==> src/rtl/ws281x_rx.sv <==
// WS281x single-wire receiver: times each high pulse, assembles MSB-first 24-bit words,
// reports frame-end gaps and protocol errors. Define WS281X_RX_STATS_EN for word/error counters.
module ws281x_rx #(
    parameter int T1MinCycles   = 15,
    parameter int MinHighCycles = 3,
    parameter int MaxHighCycles = 50,
    parameter int ResetCycles   = 1250
) (
    input  logic        clk_i,
    input  logic        rst_i,
    input  logic        ws281x_din_i,
    output logic [23:0] data_o,
    output logic        data_valid_o,
    input  logic        data_ready_i,
    output logic        frame_end_o,
    output logic        err_o,
    output logic        overflow_o,
`ifdef WS281X_RX_STATS_EN
    output logic [15:0] word_count_o,
    output logic [7:0]  err_count_o,
`endif
    output logic        busy_o
);
    localparam int CW = $clog2(ResetCycles + 1);
    localparam logic [CW-1:0] CNT_MAX   = {CW{1'b1}};
    localparam logic [CW:0]   LEN_T1    = (CW+1)'(T1MinCycles);
    localparam logic [CW:0]   LEN_MIN   = (CW+1)'(MinHighCycles);
    localparam logic [CW:0]   LEN_MAX   = (CW+1)'(MaxHighCycles);
    localparam logic [CW:0]   LEN_RESET = (CW+1)'(ResetCycles);

    typedef enum logic [1:0] {
        RESYNC = 2'd0,
        ARMED  = 2'd1,
        HIGH   = 2'd2,
        LOW    = 2'd3
    } state_t;

    state_t        r_state;
    state_t        w_state_nx;
    logic          r_s1, r_s2, r_p;
    logic          w_rise, w_fall;
    logic [CW-1:0] r_cnt;
    logic [CW:0]   w_len;
    logic [4:0]    r_bitcnt;
    logic [22:0]   r_shift;
    logic [23:0]   w_shift_nx;
    logic [23:0]   r_data;
    logic          r_valid, r_frame_end, r_err, r_overflow, r_busy;
    logic          w_shift_en, w_bit, w_discard, w_err_ev, w_frame_ev;
    logic          w_word_done, w_load, w_overflow_ev;

    // Two-flop synchronizer plus previous-value flop for edge detection
    always_ff @(posedge clk_i) begin
        if (rst_i) begin
            r_s1 <= 1'b0;
            r_s2 <= 1'b0;
            r_p  <= 1'b0;
        end else begin
            r_s1 <= ws281x_din_i;
            r_s2 <= r_s1;
            r_p  <= r_s2;
        end
    end

    assign w_rise = r_s2 & ~r_p;
    assign w_fall = ~r_s2 & r_p;
    // Length of the current level, counting the edge cycle itself
    assign w_len  = {1'b0, r_cnt} + {{CW{1'b0}}, 1'b1};

    // Level-duration counter: restarts on every edge, saturates on a long idle line
    always_ff @(posedge clk_i) begin
        if (rst_i) begin
            r_cnt <= {CW{1'b0}};
        end else if (w_rise || w_fall) begin
            r_cnt <= {CW{1'b0}};
        end else if (r_cnt != CNT_MAX) begin
            r_cnt <= r_cnt + CW'(1);
        end
    end

    // State register
    always_ff @(posedge clk_i) begin
        if (rst_i) begin
            r_state <= RESYNC;
        end else begin
            r_state <= w_state_nx;
        end
    end

    // Next-state and per-cycle event decode
    always_comb begin
        w_state_nx = r_state;
        w_shift_en = 1'b0;
        w_bit      = 1'b0;
        w_discard  = 1'b0;
        w_err_ev   = 1'b0;
        w_frame_ev = 1'b0;
        case (r_state)
            RESYNC: begin
                if (!r_s2 && !w_fall && (w_len >= LEN_RESET)) begin
                    w_state_nx = ARMED;
                end else begin
                    w_state_nx = RESYNC;
                end
            end
            ARMED: begin
                if (w_rise) begin
                    w_state_nx = HIGH;
                    w_discard  = 1'b1;
                end else begin
                    w_state_nx = ARMED;
                end
            end
            HIGH: begin
                if (w_len > LEN_MAX) begin
                    w_err_ev   = 1'b1;
                    w_discard  = 1'b1;
                    w_state_nx = RESYNC;
                end else if (w_fall) begin
                    if (w_len < LEN_MIN) begin
                        w_err_ev   = 1'b1;
                        w_discard  = 1'b1;
                        w_state_nx = RESYNC;
                    end else begin
                        w_shift_en = 1'b1;
                        w_bit      = (w_len >= LEN_T1);
                        w_state_nx = LOW;
                    end
                end else begin
                    w_state_nx = HIGH;
                end
            end
            LOW: begin
                if (w_rise) begin
                    w_state_nx = HIGH;
                end else if (w_len >= LEN_RESET) begin
                    w_frame_ev = 1'b1;
                    w_discard  = 1'b1;
                    w_err_ev   = (r_bitcnt != 5'd0);
                    w_state_nx = ARMED;
                end else begin
                    w_state_nx = LOW;
                end
            end
            default: begin
                w_discard  = 1'b1;
                w_state_nx = RESYNC;
            end
        endcase
    end

    assign w_shift_nx    = {r_shift, w_bit};
    assign w_word_done   = w_shift_en && (r_bitcnt == 5'd23);
    assign w_load        = w_word_done && (!r_valid || data_ready_i);
    assign w_overflow_ev = w_word_done && !w_load;

    // Bit assembly, output word register, handshake and status pulses
    always_ff @(posedge clk_i) begin
        if (rst_i) begin
            r_bitcnt    <= 5'd0;
            r_shift     <= 23'd0;
            r_data      <= 24'd0;
            r_valid     <= 1'b0;
            r_overflow  <= 1'b0;
            r_err       <= 1'b0;
            r_frame_end <= 1'b0;
            r_busy      <= 1'b0;
        end else begin
            if (w_discard || w_word_done) begin
                r_bitcnt <= 5'd0;
                r_shift  <= 23'd0;
            end else if (w_shift_en) begin
                r_bitcnt <= r_bitcnt + 5'd1;
                r_shift  <= w_shift_nx[22:0];
            end
            if (w_load) begin
                r_data  <= w_shift_nx;
                r_valid <= 1'b1;
            end else if (r_valid && data_ready_i) begin
                r_valid <= 1'b0;
            end
            if (w_overflow_ev) begin
                r_overflow <= 1'b1;
            end
            r_err       <= w_err_ev | w_overflow_ev;
            r_frame_end <= w_frame_ev;
            r_busy      <= (w_state_nx == HIGH) || (w_state_nx == LOW);
        end
    end

`ifdef WS281X_RX_STATS_EN
    logic [15:0] r_word_count;
    logic [7:0]  r_err_count;

    // Saturating word and error counters
    always_ff @(posedge clk_i) begin
        if (rst_i) begin
            r_word_count <= 16'd0;
            r_err_count  <= 8'd0;
        end else begin
            if (w_load && (r_word_count != 16'hFFFF)) begin
                r_word_count <= r_word_count + 16'd1;
            end
            if ((w_err_ev || w_overflow_ev) && (r_err_count != 8'hFF)) begin
                r_err_count <= r_err_count + 8'd1;
            end
        end
    end

    assign word_count_o = r_word_count;
    assign err_count_o  = r_err_count;
`endif

    assign data_o       = r_data;
    assign data_valid_o = r_valid;
    assign frame_end_o  = r_frame_end;
    assign err_o        = r_err;
    assign overflow_o   = r_overflow;
    assign busy_o       = r_busy;
endmodule

==> config.mk <==
export PLATFORM = sky130hd
export DESIGN_NAME = ws281x_rx
export DESIGN_NICKNAME = d
export VERILOG_FILES = /design/src/rtl/ws281x_rx.sv
export SDC_FILE = /design/constraint.sdc
export NUM_CORES = 1
export LEC_CHECK = 0
export ABC_AREA = 1
export CORE_MARGIN = 2
export CORE_UTILIZATION = 35
export DETAILED_ROUTE_END_ITERATION = 8
export SETUP_SLACK_MARGIN = 0.2
export SKIP_LAST_GASP = 1
export SYNTH_ARGS = -nofsm -noshare
export SYNTH_HDL_FRONTEND = slang
export SYNTH_SLANG_ARGS = --single-unit
==> constraint.sdc <==
create_clock -name clk_i -period 6.6 [get_ports clk_i]
set_input_delay 0.66 -clock clk_i [delete_from_list [all_inputs] [get_ports clk_i]]
set_output_delay 0.66 -clock clk_i [all_outputs]
set_load 0.02 [all_outputs]
==> Yosys cells after proc, flatten, opt, wreduce, memory -nomap -nowiden <==
Index checks and enable logic that the tools add are counted.
{ "classes": {"n_lt_le_gt_ge": 4, "add_sub_neg": 3, "reduce_logical": 20, "bitwise_logic": 6, "n_mux": 28, "n_eq_ne": 7} }
{ "op_table": {"columns": ["op", "count"], "rows": [
  ["$mux W1", 19],
  ["$add A11 B1 Y12 const B", 1],
  ["$ge A12 B11 Y1 const B", 1],
  ["$ge A12 B4 Y1 const B", 1],
  ["$gt A12 B6 Y1 const B", 1],
  ["$lt A12 B2 Y1 const B", 1],
  ["$mux W2", 6],
  ["$add A11 B1 Y11 const B", 1],
  ["$ne A11 B11 Y1 const B", 1],
  ["$eq A2 B2 Y1 const B", 4],
  ["$pmux W2 S4", 1],
  ["$logic_and A1 B1 Y1", 6],
  ["$reduce_or A2 Y1", 3],
  ["$add A5 B1 Y5 const B", 1],
  ["$eq A5 B5 Y1 const B", 1],
  ["$reduce_bool A5 Y1", 1],
  ["$logic_not A1 Y1", 4],
  ["$logic_or A1 B1 Y1", 4],
  ["$not A1 Y1", 3],
  ["$pmux W1 S3", 1],
  ["$and A1 B1 Y1", 2],
  ["$eq A2 B1 Y1 const B", 1],
  ["$logic_not A2 Y1", 1],
  ["$pmux W1 S2", 1],
  ["other kinds (2)", 2]
]} }
{ "totals": {"out_inout_bits": 29, "wordCells": 81, "input_bits": 4, "reg_bits": 73} }

==> Depth between registers and ports, before layout <==
Gate-level depths: netlist (run 1).
{ "depth": {"depth_word": 11, "depth_mapped": 16, "ltp_nobuf": 15} }

==> Worst setup path before layout (run 1) <==
Ideal clock, no wire load.
{ "synth_timing": {"path_kind": "reg-to-reg", "start": "register r_cnt[1]", "end": "register r_shift[0]", "synth_period_minus_slack_ns": 2.140, "stages_incl_launch_ff": 14, "setup_ns": 0.116, "slack_ns": 4.460, "path_buffers": 1, "arrival_ns": 2.024, "path_cell_list": "dfxtp_1 > ha_1 > nand2_2 > nor2_4 > nand2_2 > nand2_2 > nand3_4 > nor2_8 > nand2_4 > nor2_8 > nand3_2 > nand4_4 > buf_12 > nor2_2"} }
{ "synth_via": {"elab_chain_cells": 9} }
{ "synth_lines": {"columns": ["item", "line_no", "source"], "rows": [
  ["start: declaration", "42", "logic [CW-1:0] r_cnt;"],
  ["start signal: assignment", "73", "r_cnt <= {CW{1'b0}};"],
  ["start signal: assignment", "75", "r_cnt <= {CW{1'b0}};"],
  ["start signal: assignment", "77", "r_cnt <= r_cnt + CW'(1);"],
  ["$add A11 B1 Y12 *", "68", "assign w_len = {1'b0, r_cnt} + {{CW{1'b0}}, 1'b1};"],
  ["$lt A12 B2 Y1", "120", "if (w_len < LEN_MIN) begin"],
  ["$mux W1", "120", null],
  ["$mux W1", "119", "end else if (w_fall) begin"],
  ["$mux W1", "115", "if (w_len > LEN_MAX) begin"],
  ["$mux W1", "98", "case (r_state)"],
  ["$logic_and A1 B1 Y1", "153", "assign w_word_done = w_shift_en && (r_bitcnt == 5'd23);"],
  ["$logic_or A1 B1 Y1", "169", "if (w_discard || w_word_done) begin"],
  ["$reduce_or A2 Y1 (no line)", null, null],
  ["end signal: assignment", "174", "r_shift <= w_shift_nx[22:0];"],
  ["end: declaration", "45", "logic [22:0] r_shift;"]
]} }
Mark *: on every way between the ends. The rest lies on a longest branch, timed or not.
A chain may end at the register's enable or synchronous reset.

==> Worst setup path after layout (run 1) <==
{ "layout_timing": {"start": "register r_cnt[1]", "end": "register r_err (netlist: err_o)"} }
{ "layout_via": {"elab_chain_cells": 11} }
{ "layout_lines": {"columns": ["item", "line_no", "source"], "rows": [
  ["$add A11 B1 Y12 *", "68", null],
  ["$lt A12 B2 Y1", "120", null],
  ["$mux W1", "120", null],
  ["$mux W1", "119", null],
  ["$mux W1", "115", null],
  ["$mux W1", "98", null],
  ["$logic_and A1 B1 Y1", "153", null],
  ["$logic_and A1 B1 Y1", "154", "assign w_load = w_word_done && (!r_valid || data_ready_i);"],
  ["$logic_not A1 Y1", "155", "assign w_overflow_ev = w_word_done && !w_load;"],
  ["$logic_and A1 B1 Y1", "155", null],
  ["$or A1 B1 Y1 *", "185", "r_err <= w_err_ev | w_overflow_ev;"],
  ["end signal: assignment", "185", null],
  ["end: declaration", "48", "logic r_valid, r_frame_end, r_err, r_overflow, r_busy;"]
]} }
Marked as above.

==> impl_summary.md, run 1 <==
Synth
Yosys printed 0 warnings. The number of unique standard cell types used by synthesis is 32. By area the synthesized netlist is led by dfxtp_1 40%, nand2_1 14%, inv_1 6.4%. The number of flops mapped to enable cells by yosys is 0. The share of synthesized area occupied by flip-flops and latches is 40.1%.

The top cell type by area accounts for 40.1% of the synthesized area. The number of nets handed over by synthesis was 500. The synthesized area is 0.00365 mm2. The number of standard cells after synthesis is 488. In this run, synthesis produced a sequential element count of 73. Of all flip-flops after synthesis, the portion carrying an async set or reset was 0%. Of all cell types, the one taking the most synthesized area is dfxtp_1. The synthesized area per cell is 7.48 um2. The dominant synthesized flop cell is dfxtp_1.

Floorplan
The number of top-level pins is 33. The total area inside the core boundary comes to 0.0102 mm2. Measured along the x axis, the die boundary spans 106 um. The row count is 37.

The floorplan die height is 106 um. The initial utilization of the core area, before any placement, comes to 35.7%. The floorplan step defined a die boundary enclosing 0.0113 mm2.

Final layout
The library cell used most frequently in the layout, excluding fill and tap cells, is nand2_1. The share of cells above drive strength 1 is 12.7%. The multi-input combinational cells in the finished layout cover a total of 0.00181 mm2.

With fillers left out, the area of the finished cells amounts to 0.00421 mm2. In the layout the commonest cells are 137 x nand2_1, 73 x dfxtp_1, 62 x inv_1. The number of non-filler instances in the completed layout is 655. The number of nets in the final layout is 526. The filler cells instantiated in the layout total 1,044. 0 antenna diodes ended up in the layout. The combined flip-flop and latch cell area is 0.00146 mm2. The share of the core filled with cells in the final layout is 41.2%. Relative to the synthesized area, the layout overhead comes to 15.5%.

Placement
After detailed placement, the design holds a cell count of 639. At the end of routability-driven placement, the weighted congestion stood at 0.801. Timing analysis after detailed placement gives a worst setup slack of 3.63 ns. After legalization and detailed placement, the total HPWL measured 4940 um. Port buffering added 32 buffers. The placed instances occupy a cell area of 0.00403 mm2.

Detailed routing
For this block, the routed nets add up to 7350 um of wire. The first TritonRoute pass finished after 4 iterations. The number of nets with antenna violations after detailed routing is 0. Dividing the detail-routed wire length by the instance count gives 11.2 um.

After detailed routing, the number of remaining DRC violations is 0. The iteration-0 DRC count of the detailed router is 152. The total vias in the final route is 3,022. The routed via count divided by cell count is 4.61.

Setup path
The critical path data required time is 6.88 ns. On the critical path the largest part of the delay comes from simple AND/OR/NAND/NOR gates. The worst setup path is captured at a register. The largest fanout on the critical path is 54. The worst setup path is of the register to register kind. The signal on the critical path passes through ha_1, nand2_2, nor2_4, nand3_1, nand2_1, nand2_2, nor2_8, nand3b_4, nor2_4, nand3_1, a21oi_1.

On the critical path, the stage with the largest delay is an instance of nor2_4. The data arrival time of the critical path is 3.22 ns. The startpoint kind of the worst setup timing path is a register.

The critical path contains buffers and inverters numbering 0 combined. The peak per-stage delay on the critical path is 0.84 ns.

Global routing
Global routing used 14.3% of the available tracks. The via count of the first global-routing pass is 2,909. The largest net degree at the start of global routing is 55. The total overflow reported by the global router is 0. The first-pass GRT wire length is 13,000 um.

The number of antenna violations at the first check in global routing was 0.

STA
The pin slew with the least headroom to its limit is 1.09 ns. The share of the clock period used by the worst path after layout is 44.5%. The number of failing hold endpoints at the final stage came to 0.

The relative slew slack is 27.1%. The top achievable clock speed is 340 MHz. The minimum period implied by the final worst setup slack is 2.94 ns.

After routing, the total negative slack on setup checks comes to 0 ns. Setup repair after global routing left no endpoint under its margin. The final number of setup-violating endpoints is 0.

The worst setup margin is 3.66 ns. The number of max-slew violations in the final report is 0. The final worst clock skew is 0.0149 ns.

CTS
The number of hold-repair buffers added at the cts stage is 0. Buffers inserted during clock tree synthesis total 9. The longest clock path from root to sink contains 2 buffers. The clock sink count is 73. The count of cells resized by post-cts repair is 0. The H-tree generated during clock tree synthesis spans 3 levels.

TritonCTS built the clock tree. The root buffer cell chosen for the clock tree is clkbuf_8. The clock edge transition at the registers on the reported setup and hold paths is 0.08 ns. The clock insertion delay at the later pin of the skew report is 0.36 ns. Post-CTS timing repair inserted 0 buffers for setup.

Power
The areal power density over the cells is 192 mW/mm2. The worst voltage drop across the vdd grid is 0.0870 mV. For this design the static power due to leakage is 1.58 nW.

Outcome
The flow ran to the end, and the final reports show no timing, DRC or antenna violations.

Job
Max-cap violations in this run came to 0.

Hold path
In this run the worst hold path is classified as register to register.
-- worst reg2reg max path: stages, from the launching register on --
cell and delay [ns]:
dfxtp_1 0.45, ha_1 0.27, nand2_2 0.12, nor2_4 0.18, nand3_1 0.09, nand2_1 0.11, nand2_2 0.10, nor2_8 0.16
nand3b_4 0.10, nor2_4 0.84, nand3_1 0.24, a21oi_1 0.22
-- where the power goes --
part | switching (W) | internal (W)
Clock | 0.000191 | 0.000143
Combinational | 0.0000224 | 0.00000931
Sequential | 0.00000305 | 0.000442
Total | 0.000216 | 0.000594
-- cells in the mapped netlist (3+ instances only) --
| library cell | number |
|---|---|
| clkinv_1 | 3 |
| nand2_4 | 3 |
| nand2_2 | 7 |
| ha_1 | 8 |
| nor2_2 | 8 |
| nand2_1 | 137 |
| nand3_1 | 20 |
| buf_4 | 3 |
| dfxtp_1 | 73 |
| nand4_1 | 29 |
| inv_1 | 62 |
| o21ai_0 | 4 |
| nor2_1 | 33 |
| clkbuf_1 | 8 |
| buf_2 | 6 |
| a21oi_1 | 37 |
| o21ai_1 | 6 |
| nor2_4 | 19 |
| xor2_1 | 3 |
-- registers in the layout (all words and copies together) (netlist names) --
name	flops
r_state	2
r_p	1
r_shift	23
r_s2	1
data_valid_o	1
err_o	1
r_cnt	11
frame_end_o	1
overflow_o	1
data_o	24
r_bitcnt	5
busy_o	1
r_s1	1
-- through the flow --
step / total power [W] / hold WS, ns
5_1_grt: 0.000848 / 0.444
3_5_place_dp: 0.000488 / 0.392
2_1_floorplan: 0.000482 / 0.388
3_3_place_gp: 0.000487 / 0.396
6_report: 0.000810 / 0.403
4_1_cts: 0.000823 / 0.404
-- cell type report --
type / instances / area share (%)
repair buffers: 34 / 7.96
inverters: 67 / 5.97
clock buffers: 9 / 2.94
flip-flops and latches: 73 / 34.7
clock inverters: 7 / 1.40
well taps: 136 / 4.04
multi-input cells: 329 / 43.0
-- per-layer routing --
layer | part of all wire (%) | GRT usage [%] | vias to the layer above
li1 | - | - | 1591
met1 | 49 | 18.0 | 1374
met2 | 45 | 23.0 | 47
met3 | 4.0 | 4.11 | 10
met4 | 1.5 | 6.20 | 0
met5 | 0 | 0 | -
-- final timing paths --
kind	end	startpoint	slack, ns	depth (start not counted)
max	err_o$_SDFF_PP0_	r_cnt[1]$_SDFFE_PP0P_	3.66	11
min	r_s2$_SDFF_PP0_	r_s1$_SDFF_PP0_	0.40	2
max reg2reg	err_o$_SDFF_PP0_	r_cnt[1]$_SDFFE_PP0P_	3.66	11
min reg2reg	r_s2$_SDFF_PP0_	r_s1$_SDFF_PP0_	0.40	2
-- cell families (layout without fill, tap and decap cells) --
group,Yosys count,count (layout),synth area share [%]
simple gates,267,267,38.9
buf+inv,86,117,10.3
flops,73,73,40.1
compound gates,50,50,7.06
fa+ha+maj,8,8,2.74
xor+xnor,4,4,0.960
No activity file was read; power rests on OpenSTA's default activity.
==> inputs of run 2 (changes only) <==
==> constraint.sdc (replaced) <==
create_clock -name clk_i -period 2.4 [get_ports clk_i]
set_input_delay 0.24 -clock clk_i [delete_from_list [all_inputs] [get_ports clk_i]]
set_output_delay 0.24 -clock clk_i [all_outputs]
set_load 0.02 [all_outputs]
==> impl_summary.md, run 2 (synthesized netlist as in run 1, its figures left out) <==
Outcome
Outcome: complete, no violations (unchanged).

Setup path
The worst flop-to-flop path endpoint is r_shift[3]$_SDFFE_PP0P_ (was err_o$_SDFF_PP0_). The startpoint of the worst-slack reg-to-reg timing path is r_cnt[1]$_SDFFE_PP0P_ (unchanged). The family with the most delay on the worst path is simple AND/OR/NAND/NOR gates (unchanged). The timing startpoint of the critical path is r_cnt[1]$_SDFFE_PP0P_ (unchanged). The largest fanout on the critical path came to 6 (was 54). Series of cell instances along the critical path: buf_6, nand2_1, nor2_4, nand3_2, nand2_4, nand2_4, nor2_4, nand3_4, nand3_4, nand4_4, clkbuf_16, nor2_4 (was ha_1, nand2_2, nor2_4, nand3_1, nand2_1, nand2_2, nor2_8, nand3b_4, nor2_4, nand3_1, a21oi_1). The peak per-stage delay on the critical path came to 0.37 ns (was 0.84 ns).

The startpoint kind of the worst setup timing path is a register (unchanged). The library cell appearing most often on the critical path is nor2_4. The total number of cells along the worst setup path was 12 (was 11).

The critical path data required time is 2.70 ns (was 6.88 ns). The endpoint of the worst setup timing path is r_shift[3]$_SDFFE_PP0P_ (was err_o$_SDFF_PP0_). The category of the most critical setup path is register to register (unchanged). The cell with the biggest individual delay on the critical path is dfxtp_4 (was nor2_4). The worst path buffer plus inverter count was 2 (was 0). The data arrival time of the critical path is 2.42 ns (was 3.22 ns). The register-to-register path setup slack came to 0.27 ns (was 3.66 ns). The endpoint class of the critical path is a register (unchanged). The depth of the most critical reg-to-reg path is 12 (was 11).

Floorplan
The floorplan die width is 106 um (unchanged). The die area came to 0.0113 mm2 (unchanged). The number of top-level pins is 33 (unchanged). The starting density of the core was 35.7% (unchanged). The row count is 37 (unchanged). The floorplan die height is 106 um (unchanged).

The placeable core region is 0.0102 mm2 (unchanged).

Global routing
The largest net degree at the start of global routing is 36 (was 55). The via count of the first global-routing pass is 2,857 (was 2,909). The number of antenna violations at the first check in global routing came to 0 (unchanged). The total routing usage reported by global routing was 14.2% (was 14.3%).

The total overflow reported by the global router came to 0 (unchanged). The first-pass GRT wire length is 12,900 um (was 13,000 um).

CTS
The number of hold-repair buffers added at the cts stage is 0 (unchanged). The clock insertion delay at the later pin of the skew report was 0.35 ns (was 0.36 ns). The clock sink count is 73 (unchanged). The clock buffer count from CTS was 9 (unchanged). The clock edge transition at the registers on the reported setup and hold paths is 0.08 ns (about the same). The clock tree from TritonCTS is done (unchanged).

The deepest clock path buffer count was 2 (unchanged). The maximum level of the CTS H-tree is 3 (unchanged). The root buffer cell is clkbuf_8 (unchanged).

Job
The count of maximum capacitance violations is 0 (unchanged).

STA
The relative slew slack is 70.1% (was 27.1%). The top achievable clock speed was 470 MHz (was 340 MHz). The final worst clock skew is 0.0107 ns (was 0.0149 ns).

The minimum period implied by the final worst setup slack was 2.13 ns (was 2.94 ns). The final number of setup-violating endpoints came to 0 (unchanged). The number of max-slew violations in the final report is 0 (unchanged). The number of failing hold endpoints at the final stage was 0 (unchanged). Setup repair after global routing missed its margin: yes (was no). The share of the clock period used by the worst path after layout is 88.7% (was 44.5%). The pin slew with the least headroom to its limit is 0.447 ns (was 1.09 ns). The aggregate negative setup slack is 0 ns (unchanged).

Detailed routing
The routed via count divided by cell count came to 4.58 (was 4.61). The DRC violation count after routing is 0 (unchanged). The count of TritonRoute iterations in the first routing pass is 5 (was 4). The number of nets with antenna violations after detailed routing came to 0 (unchanged). The total vias in the final route is 3,064 (was 3,022). The total wire length after detailed routing was 7720 um (was 7350 um). The iteration-0 DRC count of the detailed router is 126 (was 152). The average routed wire per standard cell is 11.5 um (was 11.2 um).

Final layout
The share of cells above drive strength 1 is 18.2% (was 12.7%). The count of inserted antenna diode cells is 0 (unchanged). The area added between synthesis and finish came to 26.3% (was 15.5%). The number of non-filler instances in the completed layout is 669 (was 655). The flip-flop count of the largest register, all copies and words added is 24 (unchanged). The number of nets in the final layout is 540 (was 526). The most frequent standard cell in the layout excluding fill and tap cells is nand2_1 (unchanged). Most used cells in the layout excluding fill and tap cells: 133 x nand2_1, 69 x dfxtp_1, 62 x inv_1 (was 137 x nand2_1, 73 x dfxtp_1, 62 x inv_1).

Placement
The number of placed cells counting well taps is 649 (was 639). The count of buffers from port buffering is 32 (unchanged). The HPWL reported at the end of detailed placement was 5240 um (was 4940 um).

The weighted congestion reported at the end of routability-driven placement is 0.836 (was 0.801).

Power
The leakage component of the power is 1.72 nW (was 1.58 nW). The worst voltage drop across the vdd grid was 0.386 mV (was 0.0870 mV). The areal power density over the cells is 532 mW/mm2 (was 192 mW/mm2).

Hold path
The classification of the worst-slack hold path is register to register (unchanged).
==> run 2: cell type report <==
cell class / count / area [um2]
Timing Repair Buffer: 48 / 533
Fill cell: 1001 / 5620
Inverter: 67 / 251
Tap cell: 136 / 170
Clock inverter: 6 / 90.1
Multi-Input combinational cell: 329 / 1950
Clock buffer: 10 / 138
Sequential cell: 73 / 1470
==> run 2: through the flow <==
| step | power (W) | util [%] | hold WS [ns] | setup slack (ns) | instance area [um2] |
|---|---|---|---|---|---|
| global route | 0.00255 | 45.0 | 0.440 | 0.154 | 4610 |
| CTS | 0.00246 | 43.1 | 0.412 | 0.207 | 4410 |
| floorplan | 0.00133 | - | 0.347 | 0.260 | 3650 |
| detailed placement | 0.00135 | 40.5 | 0.399 | 0.0743 | 4140 |
| global placement | 0.00135 | 40.5 | 0.401 | 0.157 | 4140 |
| finish | 0.00245 | 45.0 | 0.409 | 0.272 | 4610 |
==> run 2: repair_timing <==
item | in CTS | in global routing
endpoints found under the hold margin | 0 | 0
gates resized for setup | 4 | 34
buffers inserted | 1 | 1
endpoints found under the setup margin | 45 | 57
pin swaps | 1 | 12
gates cloned | 0 | 2
==> run 2: worst min-delay path: stages, from the launching register on <==
cell	delay [ns]
dfxtp_1	0.30
inv_1	0.04
nor2_1	0.03
==> run 2: per-layer routing <==
layer	share of wire (%)	vias up	track usage [%]
li1	-	1616	-
met1	50	1402	19.7
met2	45	36	21.8
met3	3.4	10	2.76
met4	1.5	0	5.64
met5	0	-	0
==> run 2: report_power, final <==
part / total, W / internal (W) / switching (W)
sequential: 0.00122 / 0.00122 / 0.00000740
clock: 0.00110 / 0.000617 / 0.000479
combinational: 0.000133 / 0.0000536 / 0.0000797
==> run 2: how the worst min path moves through the flow <==
stage | from | to | slack [ns] | cells after the start
2_1_floorplan | ws281x_din_i | r_s1$_SDFF_PP0_ | 0.35 | 2
3_3_place_gp | r_s1$_SDFF_PP0_ | r_s2$_SDFF_PP0_ | 0.40 | 2
3_5_place_dp | r_s1$_SDFF_PP0_ | r_s2$_SDFF_PP0_ | 0.40 | 2
4_1_cts | r_s1$_SDFF_PP0_ | r_s2$_SDFF_PP0_ | 0.41 | 2
5_1_grt | r_s1$_SDFF_PP0_ | r_s2$_SDFF_PP0_ | 0.44 | 2
6_report | r_s1$_SDFF_PP0_ | r_s2$_SDFF_PP0_ | 0.41 | 2
==> inputs of run 3 (changes only) <==
==> constraint.sdc (replaced) <==
create_clock -name clk_i -period 2.4 [get_ports clk_i]
set_input_delay 0.24 -clock clk_i [delete_from_list [all_inputs] [get_ports clk_i]]
set_output_delay 0.24 -clock clk_i [all_outputs]
set_load 0.05 [all_outputs]
==> results of run 3 <==
The final DEF is identical to that of run 2. Status: complete, no violations.
